File: src/rtl/adiabatic_inv_chain_pkg.sv
// Shared types for the adiabatic inverter chain: power-clock phase encoding
// and the per-stage phase offset helper.
package adiabatic_pkg;

    typedef enum logic [1:0] {
        PC_WAIT,
        PC_EVAL,
        PC_HOLD,
        PC_RECOVER
    } pc_phase_t;

    // Stage k runs k phases behind the global generator phase g.
    function automatic pc_phase_t phase_of(input logic [1:0] g, input int k);
        logic [1:0] off;
        off = 2'(k % 4);
        return pc_phase_t'(g - off);
    endfunction

endpackage

File: src/rtl/adiabatic_inv_chain_if.sv
// Data/handshake bundle of the adiabatic inverter chain.
// master drives en/in; slave returns in_ack, out, out_valid, pc_level.
interface adiabatic_inv_chain_if #(
    parameter int WIDTH      = 8,
    parameter int STAGES     = 3,
    parameter int RAMP_STEPS = 2
);
    localparam int LW = $clog2(RAMP_STEPS + 1);

    logic                 en;
    logic [WIDTH-1:0]     in;
    logic                 in_ack;
    logic [WIDTH-1:0]     out;
    logic                 out_valid;
    logic [STAGES*LW-1:0] pc_level;

    modport master (
        output en, in,
        input  in_ack, out, out_valid, pc_level
    );

    modport slave (
        input  en, in,
        output in_ack, out, out_valid, pc_level
    );

endinterface

File: src/rtl/adiabatic_inv_chain_stage.sv
// One inverting adiabatic stage: data register, primed flag, level decode.
// Ports: step/phase/advance from the generator, d_in + primed_in from upstream.
module adiabatic_stage
    import adiabatic_pkg::*;
#(
    parameter int WIDTH           = 8,
    parameter int RAMP_STEPS      = 2,
    parameter int LW              = 2,
    parameter int STEP_W          = 1,
    parameter bit LIVE_FROM_RESET = 1'b0
) (
    input  logic              clk,
    input  logic              rst_n,
    input  logic [STEP_W-1:0] step,
    input  pc_phase_t         phase,
    input  logic              advance,
    input  logic              primed_in,
    input  logic [WIDTH-1:0]  d_in,
    output logic [WIDTH-1:0]  data,
    output logic              primed,
    output logic [LW-1:0]     level
);

    localparam logic [STEP_W-1:0] STEP_LAST = STEP_W'(RAMP_STEPS - 1);

    logic capture;

    assign capture = advance && (phase == PC_EVAL) && (step == STEP_LAST);

    // A stage only counts as primed once a word derived from a real input
    // reaches it, so reset-time garbage never surfaces as a valid output.
    always_ff @(posedge clk or negedge rst_n) begin
        if (!rst_n) begin
            data   <= '0;
            primed <= 1'b0;
        end else if (capture) begin
            data   <= ~d_in;
            primed <= primed_in;
        end
    end

    // The head stage leaves reset in WAIT, so its first ramp is a real charge.
    always_comb begin
        level = '0;
        if (primed || LIVE_FROM_RESET) begin
            unique case (1'b1)
                (phase == PC_WAIT):    level = '0;
                (phase == PC_EVAL):    level = LW'(step) + LW'(1);
                (phase == PC_HOLD):    level = LW'(RAMP_STEPS);
                (phase == PC_RECOVER): level = LW'(RAMP_STEPS - 1) - LW'(step);
                default:               level = '0;
            endcase
        end
    end

endmodule

File: src/rtl/adiabatic_inv_chain.sv
// Chain of inverting adiabatic stages with a four-phase stepwise power clock.
// Ports: clk, rst_n (async, active-low), bus (slave: en/in in; ack/out/levels out).
module adiabatic_inv_chain
    import adiabatic_pkg::*;
#(
    parameter int WIDTH      = 8,
    parameter int STAGES     = 3,
    parameter int RAMP_STEPS = 2,
    localparam int LW        = $clog2(RAMP_STEPS + 1)
) (
    input logic                  clk,
    input logic                  rst_n,
    adiabatic_inv_chain_if.slave bus
);

    localparam int STEP_W = (RAMP_STEPS > 1) ? $clog2(RAMP_STEPS) : 1;
    localparam logic [STEP_W-1:0] STEP_LAST = STEP_W'(RAMP_STEPS - 1);

    logic [STEP_W-1:0]             step;
    logic [1:0]                    g;
    logic                          stall;
    logic                          advance;
    logic [STAGES-1:0][WIDTH-1:0]  data;
    logic [STAGES-1:0][WIDTH-1:0]  up_data;
    logic [STAGES-1:0]             primed;
    logic [STAGES-1:0]             up_primed;
    logic [STAGES*LW-1:0]          pc_level;
    logic                          out_valid;

    // Stopping only at the period boundary keeps every ramp complete.
    assign stall   = !bus.en && (g == 2'd0) && (step == '0);
    assign advance = !stall;

    always_ff @(posedge clk or negedge rst_n) begin
        if (!rst_n) begin
            step <= '0;
            g    <= 2'd0;
        end else if (advance) begin
            if (step == STEP_LAST) begin
                step <= '0;
                g    <= g + 2'd1;
            end else begin
                step <= step + STEP_W'(1);
            end
        end
    end

    for (genvar k = 0; k < STAGES; k++) begin : g_stage
        if (k == 0) begin : g_head
            assign up_data[k]   = bus.in;
            assign up_primed[k] = 1'b1;
        end else begin : g_link
            assign up_data[k]   = data[k-1];
            assign up_primed[k] = primed[k-1];
        end

        adiabatic_stage #(
            .WIDTH           (WIDTH),
            .RAMP_STEPS      (RAMP_STEPS),
            .LW              (LW),
            .STEP_W          (STEP_W),
            .LIVE_FROM_RESET (k == 0)
        ) u_stage (
            .clk       (clk),
            .rst_n     (rst_n),
            .step      (step),
            .phase     (phase_of(g, k)),
            .advance   (advance),
            .primed_in (up_primed[k]),
            .d_in      (up_data[k]),
            .data      (data[k]),
            .primed    (primed[k]),
            .level     (pc_level[k*LW +: LW])
        );
    end

    assign bus.in_ack = advance
                     && (phase_of(g, 0) == PC_EVAL)
                     && (step == STEP_LAST);

    // A frozen generator presents no word; it reappears once running.
    assign out_valid = primed[STAGES-1]
                    && (phase_of(g, STAGES - 1) == PC_HOLD)
                    && advance;

    assign bus.out_valid = out_valid;
    assign bus.out       = out_valid ? data[STAGES-1] : '0;
    assign bus.pc_level  = pc_level;

endmodule
File: src/flat_wrapper.sv
// flat-port wrapper written by rule: the top's interface ports become plain ports
module adiabatic_inv_chain_flat import adiabatic_pkg::*;
#(
    parameter int WIDTH      = 8,
    parameter int STAGES     = 3,
    parameter int RAMP_STEPS = 2,
    localparam int LW        = $clog2(RAMP_STEPS + 1)
)
  (clk, rst_n, bus_en, bus_in, bus_in_ack, bus_out, bus_out_valid, bus_pc_level);
  adiabatic_inv_chain_if #(.WIDTH(WIDTH), .STAGES(STAGES), .RAMP_STEPS(RAMP_STEPS)) bus_i ();
  input logic clk;
  input logic rst_n;
  input wire logic [$bits(bus_i.en)-1:0] bus_en;
  input wire logic [$bits(bus_i.in)-1:0] bus_in;
  output wire logic [$bits(bus_i.in_ack)-1:0] bus_in_ack;
  output wire logic [$bits(bus_i.out)-1:0] bus_out;
  output wire logic [$bits(bus_i.out_valid)-1:0] bus_out_valid;
  output wire logic [$bits(bus_i.pc_level)-1:0] bus_pc_level;
  assign bus_i.en = bus_en;
  assign bus_i.in = bus_in;
  assign bus_in_ack = bus_i.in_ack;
  assign bus_out = bus_i.out;
  assign bus_out_valid = bus_i.out_valid;
  assign bus_pc_level = bus_i.pc_level;
  adiabatic_inv_chain #(.WIDTH(WIDTH), .STAGES(STAGES), .RAMP_STEPS(RAMP_STEPS)) u_core (.clk(clk), .rst_n(rst_n), .bus(bus_i));
endmodule
File: config.mk
export PLATFORM = sky130hd
export DESIGN_NAME = adiabatic_inv_chain_flat
export DESIGN_NICKNAME = d
export VERILOG_FILES = /design/src/rtl/adiabatic_inv_chain_pkg.sv /design/src/rtl/adiabatic_inv_chain_if.sv /design/src/rtl/adiabatic_inv_chain_stage.sv /design/src/rtl/adiabatic_inv_chain.sv /design/src/flat_wrapper.sv
export SDC_FILE = /design/constraint.sdc
export NUM_CORES = 1
export LEC_CHECK = 0
export BUFFER_PORTS_ARGS = -buffer_cell sky130_fd_sc_hd__buf_2
export CAP_MARGIN = 25
export CORE_MARGIN = 4
export CORE_UTILIZATION = 30
export DETAILED_ROUTE_END_ITERATION = 8
export HOLD_SLACK_MARGIN = 0.08
export PLACE_DENSITY = 0.56
export SLEW_MARGIN = 30
export SYNTH_ARGS = -nofsm -noshare
export SYNTH_HDL_FRONTEND = slang
export SYNTH_HIERARCHICAL = 1
export SYNTH_SLANG_ARGS = --single-unit
File: constraint.sdc
create_clock -name clk -period 2.3 [get_ports clk]
set_input_delay 0.345 -clock clk [delete_from_list [all_inputs] [get_ports clk]]
set_output_delay 0.345 -clock clk [all_outputs]
set_load 0.05 [all_outputs]
### Word level (Yosys, flattened, before mapping)

Index checks and enable logic that the tools add are counted.

* eq/ne operators: 9
* mux-type cells: 7
* add/sub/neg operators: 6
* bitwise gates (word level): 5
* reduce and logical (&&, ||, !) cells: 14

Operators with widths (number)
* $not 8->8: 3
* $pmux 2 s3: 3
* $eq 2x2->1 const B: 6
* $logic_and 1x1->1: 10
* $mux 8: 1
* $eq 2x1->1 const B: 3
* $mux 2: 2
* $add 1x1->2 const B: 1
* $add 2x1->2 const B: 1
* $logic_not 1->1: 2
* $logic_not 2->1: 1
* $not 1->1: 2
* $reduce_and 2->1: 1
* $sub 1x1->2 const A: 1
* $sub 2x1->2 const B: 1
* $sub 2x2->2 const B: 1
* $add 1x1->1 const B: 1
* $mux 1: 1

* bits in registers: 30
* word-level logic and storage cells: 49
* output and inout bits: 16
* bits of input ports: 11

### Logic depth before layout (Yosys ltp)

* depth after elaboration: 6
* depth in mapped cells: 6
* mapped depth without buffers: 5

### Hierarchy

The synthesis kept the hierarchy.

Modules (own cells, without submodules)
* adiabatic_stage (u_core.g_stage[1].u_stage ...): seq. area each 225.2 um2, area each 401.6 um2, cells an instance 32, times used 2
* adiabatic_stage (u_core.g_stage[0].u_stage): seq. area each 225.2 um2, area each 390.4 um2, cells an instance 31, times used 1
* adiabatic_inv_chain: seq. area each 75.1 um2, area each 226.5 um2, cells an instance 26, times used 1

### Worst setup path after synthesis

Ideal clock, no wire load.

* path kind: reg-to-output
* from: reg u_core.g[0]
* to: out bus_pc_level[3]
* required time: 1.955 ns
* stages on the path, launching flop included: 6
* path buffers: 0
* slack: -0.355 ns
* arrival: 2.310 ns
* cell sequence: dfrtp_1 > inv_1 > ha_1 > inv_1 > or2b_1 > a21boi_0

* longest elaborated chain between the ends: 4
* elaborated cells between the ends (all ways): 6
* those cells by class: add/sub (1); eq/ne (3); mux (2)

RTL lines
* start, declared: line adiabatic_inv_chain.sv:20 `logic [1:0] g;`
* start signal, assigned: line adiabatic_inv_chain.sv:41 `g <= g + 2'd1;`
* $sub 2x1->2 *: line adiabatic_inv_chain_pkg.sv:16 `return pc_phase_t'(g - off);`
* $eq 2x2->1, or another cell as far along: line adiabatic_inv_chain_stage.sv:50 `(phase == PC_RECOVER): level = LW'(RAMP_STEPS - 1) - LW'(step);`
* $pmux 2 s3 *: line adiabatic_inv_chain_stage.sv:46 `unique case (1'b1)`
* $mux 2 *: line adiabatic_inv_chain_stage.sv:45 `if (primed || LIVE_FROM_RESET) begin`
* end, declared: line flat_wrapper.sv:18 `output wire logic [$bits(bus_i.pc_level)-1:0] bus_pc_level;`

Mark *: on every way between the ends. The rest lies on a longest branch, timed or not.

### Final worst setup path

Ends and elaborated chain as after synthesis.

==> flow_summary.yaml <==
outcome:
  status: "complete, no violations"
route:
  drc: 0
  first_iter_violations: 29
  ant_nets: 0
  vias: 876
  via_per_inst: 4.19
  dr.pass1.iters: 5
  wl_per_cell_um: 11.5
  drt-total-wl_um: 2400
global_routing:
  grt_max_degree: 31
  grt_pass1_vias: 934
  grtUsageTotal: 0.0892
  globalRoute.totalOverflow: 0
  grt_pass1_wl_um: 4250
  antenna_found_initial: 0
power_and_ir_drop:
  comb_power_share: 0.479
  leakage_nw: 1.05
  seq_power_share: 0.368
  pwr_density_cell_nw_per_um2: 1590
  internal-power_mw: 1.57
  peakVddDrop_uv: 397
  switching_share: 0.423
  power_switching_mw: 1.15
  power_frac_clock: 0.153
timing:
  worst_slew_pin_slew_ns: 0.654
  rsz0062_at_grt: "no"
  max_freq_mhz: 469
  setup_tns_ns: 0
  slew_headroom: 0.564
  fin_crit_ns: 2.13
  finalSetupViolations: 0
  period_share: 0.926
  maxSlewViolCount: 0
  hold_violations: 0
  skew_ns: 0.00527
  setup_slack_ns: 0.169
die:
  die-area_um2: 5900
  ios: 27
  start_util: 0.317
  dieWidth_um: 76.8
  coreArea_um2: 4470
  placementRows: 24
  die_h_um: 76.8
placed_design:
  numPortBuffers: 26
  dp_hpwl_um: 1830
  dp_slack_ns: 0.264
  finalWeightedCongestion: 0.777
clocking:
  htreeDepth: 2
  clock_latency_ns: 0.27
  cts_tree: "built"
  cts_buffers: 5
  cts-root-buf: "clkbuf_8"
  cts-hold-fix-buffers: 0
  clock_sinks: 30
  clk_pin_slew_ns: 0.06
  cts_buffer_depth: 2
yosys:
  ys_top_cells_by_area: "dfrtp_1, mux2i_1, inv_1"
  synth_most_common_cell: "dfrtp_1"
  syn_area_per_cell_um2: 11.7
  yosysUniqueCellTypes: 22
  synthDominantCellAreaShare: 0.529
  synth_area_um2: 1420
  ys_dominant_reg_cell: "dfrtp_1"
  synthTopCellsByCount: "dfrtp_1, inv_1, mux2i_1"
  synthArstFlopShare: 1.00
  ys_ff_latch: 30
  synth_top_area_cell: "dfrtp_1"
  yosys_warnings: 6
  synth_edf_count: 0
  syn_nets: 134
  synthCells: 121
  yosysSeqAreaShare: 0.529
setup_path:
  path_max_fanout: 7
  cp.arrival_ns: 1.79
  cp.required_ns: 1.96
  worstSetupStartpointType: "flip-flop"
  cp-end-kind: "output port"
  critical_path_class: "flip-flop to output port"
finish:
  drive_gt1_frac: 0.287
  syn2layout_area_growth_pct: 20.5
  nFillCells: 436
  antennaDiodeCount: 0
  layout.nets: 169
run:
  max-cap-violations: 0
min_path:
  holdCritPathClass: "input port to asynchronous set/reset pin"
[stage by stage]
stage	cell area (µm²)	hold WS, ns	instances	total power, mW	util
after detailed placement	1600	0.418	199	2.31	0.359
after global placement	1600	0.394	199	2.24	0.359
after global routing	1710	0.138	209	2.93	0.383
after floorplan	1420	0.0494	121	2.04	-
after CTS	1700	0.117	207	2.74	0.379
final	1710	0.100	209	2.72	0.383
[per-layer routing]
layer  vias to the layer above  wire, µm  global-route usage
li1                        454         -                   -
met1                       403      1070               0.105
met2                        17      1160               0.141
met3                         2       133              0.0316
met4                         0        34              0.0489
met5                         -         0                   0
[area by class of cell]
cell class                      count  area (µm²)  area share
Clock buffer                        7        86.3      0.0504
Timing Repair Buffer               31         168      0.0980
Inverter                           28         105      0.0614
Tap cell                           52        65.1      0.0380
Multi-Input combinational cell     60         531       0.310
Clock inverter                      1        5.00     0.00292
Sequential cell                    30         752       0.439
[placed cells by master (no fill, tap or decap), drive strengths merged, types with 2 or more instances in the layout]
master,count
or2b,2
nand2,3
and2,9
clkbuf,9
ha,2
mux2i,25
buf,29
nand3b,2
dfrtp,30
nand4b,3
and3b,2
inv,28
mux2,3
a21boi,2
[worst paths after layout]
kind / from / endpoint / slack [ns] / depth (start not counted)
max: u_core/g[0]$_DFFE_PN0P_ / bus_pc_level[3] / 0.17 / 6
min: rst_n / u_core/g[0]$_DFFE_PN0P_ / 0.10 / 1
max reg2reg: u_core/g[0]$_DFFE_PN0P_ / u_core/g_stage[0].u_stage/primed$_DFFE_PN0P_ / 0.61 / 6
min reg2reg: u_core/g_stage[0].u_stage/data[7]$_DFFE_PN0P_ / u_core/g_stage[1].u_stage/data[7]$_DFFE_PN0P_ / 0.44 / 1
max in group asynchronous: rst_n / u_core/g[0]$_DFFE_PN0P_ / 1.75 / 1
min in group clk: bus_in[6] / u_core/g_stage[0].u_stage/data[6]$_DFFE_PN0P_ / 0.24 / 2
[timing repair]
item                                    in CTS  in global routing
setup buffers                                0                  2
endpoints found under the hold margin        0                  0
endpoints found under the setup margin       1                  1
resized for setup                            1                  1
[logic make-up after synthesis]
family,Yosys count,synth area share
buf+inv,31,0.0978
flops,30,0.529
mux,28,0.208
simple gates,23,0.109
compound gates,5,0.0299
fa+ha+maj,2,0.0176
other cells,1,0.00264
xor+xnor,1,0.00617
[critical path, stage by stage, from the launching register on]
cell,delay (ns)
dfrtp_2,0.44
inv_1,0.14
ha_1,0.26
inv_1,0.08
or2b_1,0.22
a21boi_1,0.13
clkbuf_4,0.24
[registers in the layout (all words and copies together), names as in the netlist]
name / cells
u_core/g_stage.u_stage/data: 24
u_core/step: 1
u_core/g: 2
u_core/g_stage.u_stage/primed: 3
[power groups by stage]
stage	Combinational, mW	Clock [mW]	Sequential (mW)
after floorplan	1.08	0	0.963
after CTS	1.29	0.435	1.02
final	1.30	0.416	1.00
after detailed placement	1.28	0	1.03
after global routing	1.42	0.456	1.05
after global placement	1.24	0	1.01
Note: power is estimated with default switching activity, not from simulation.
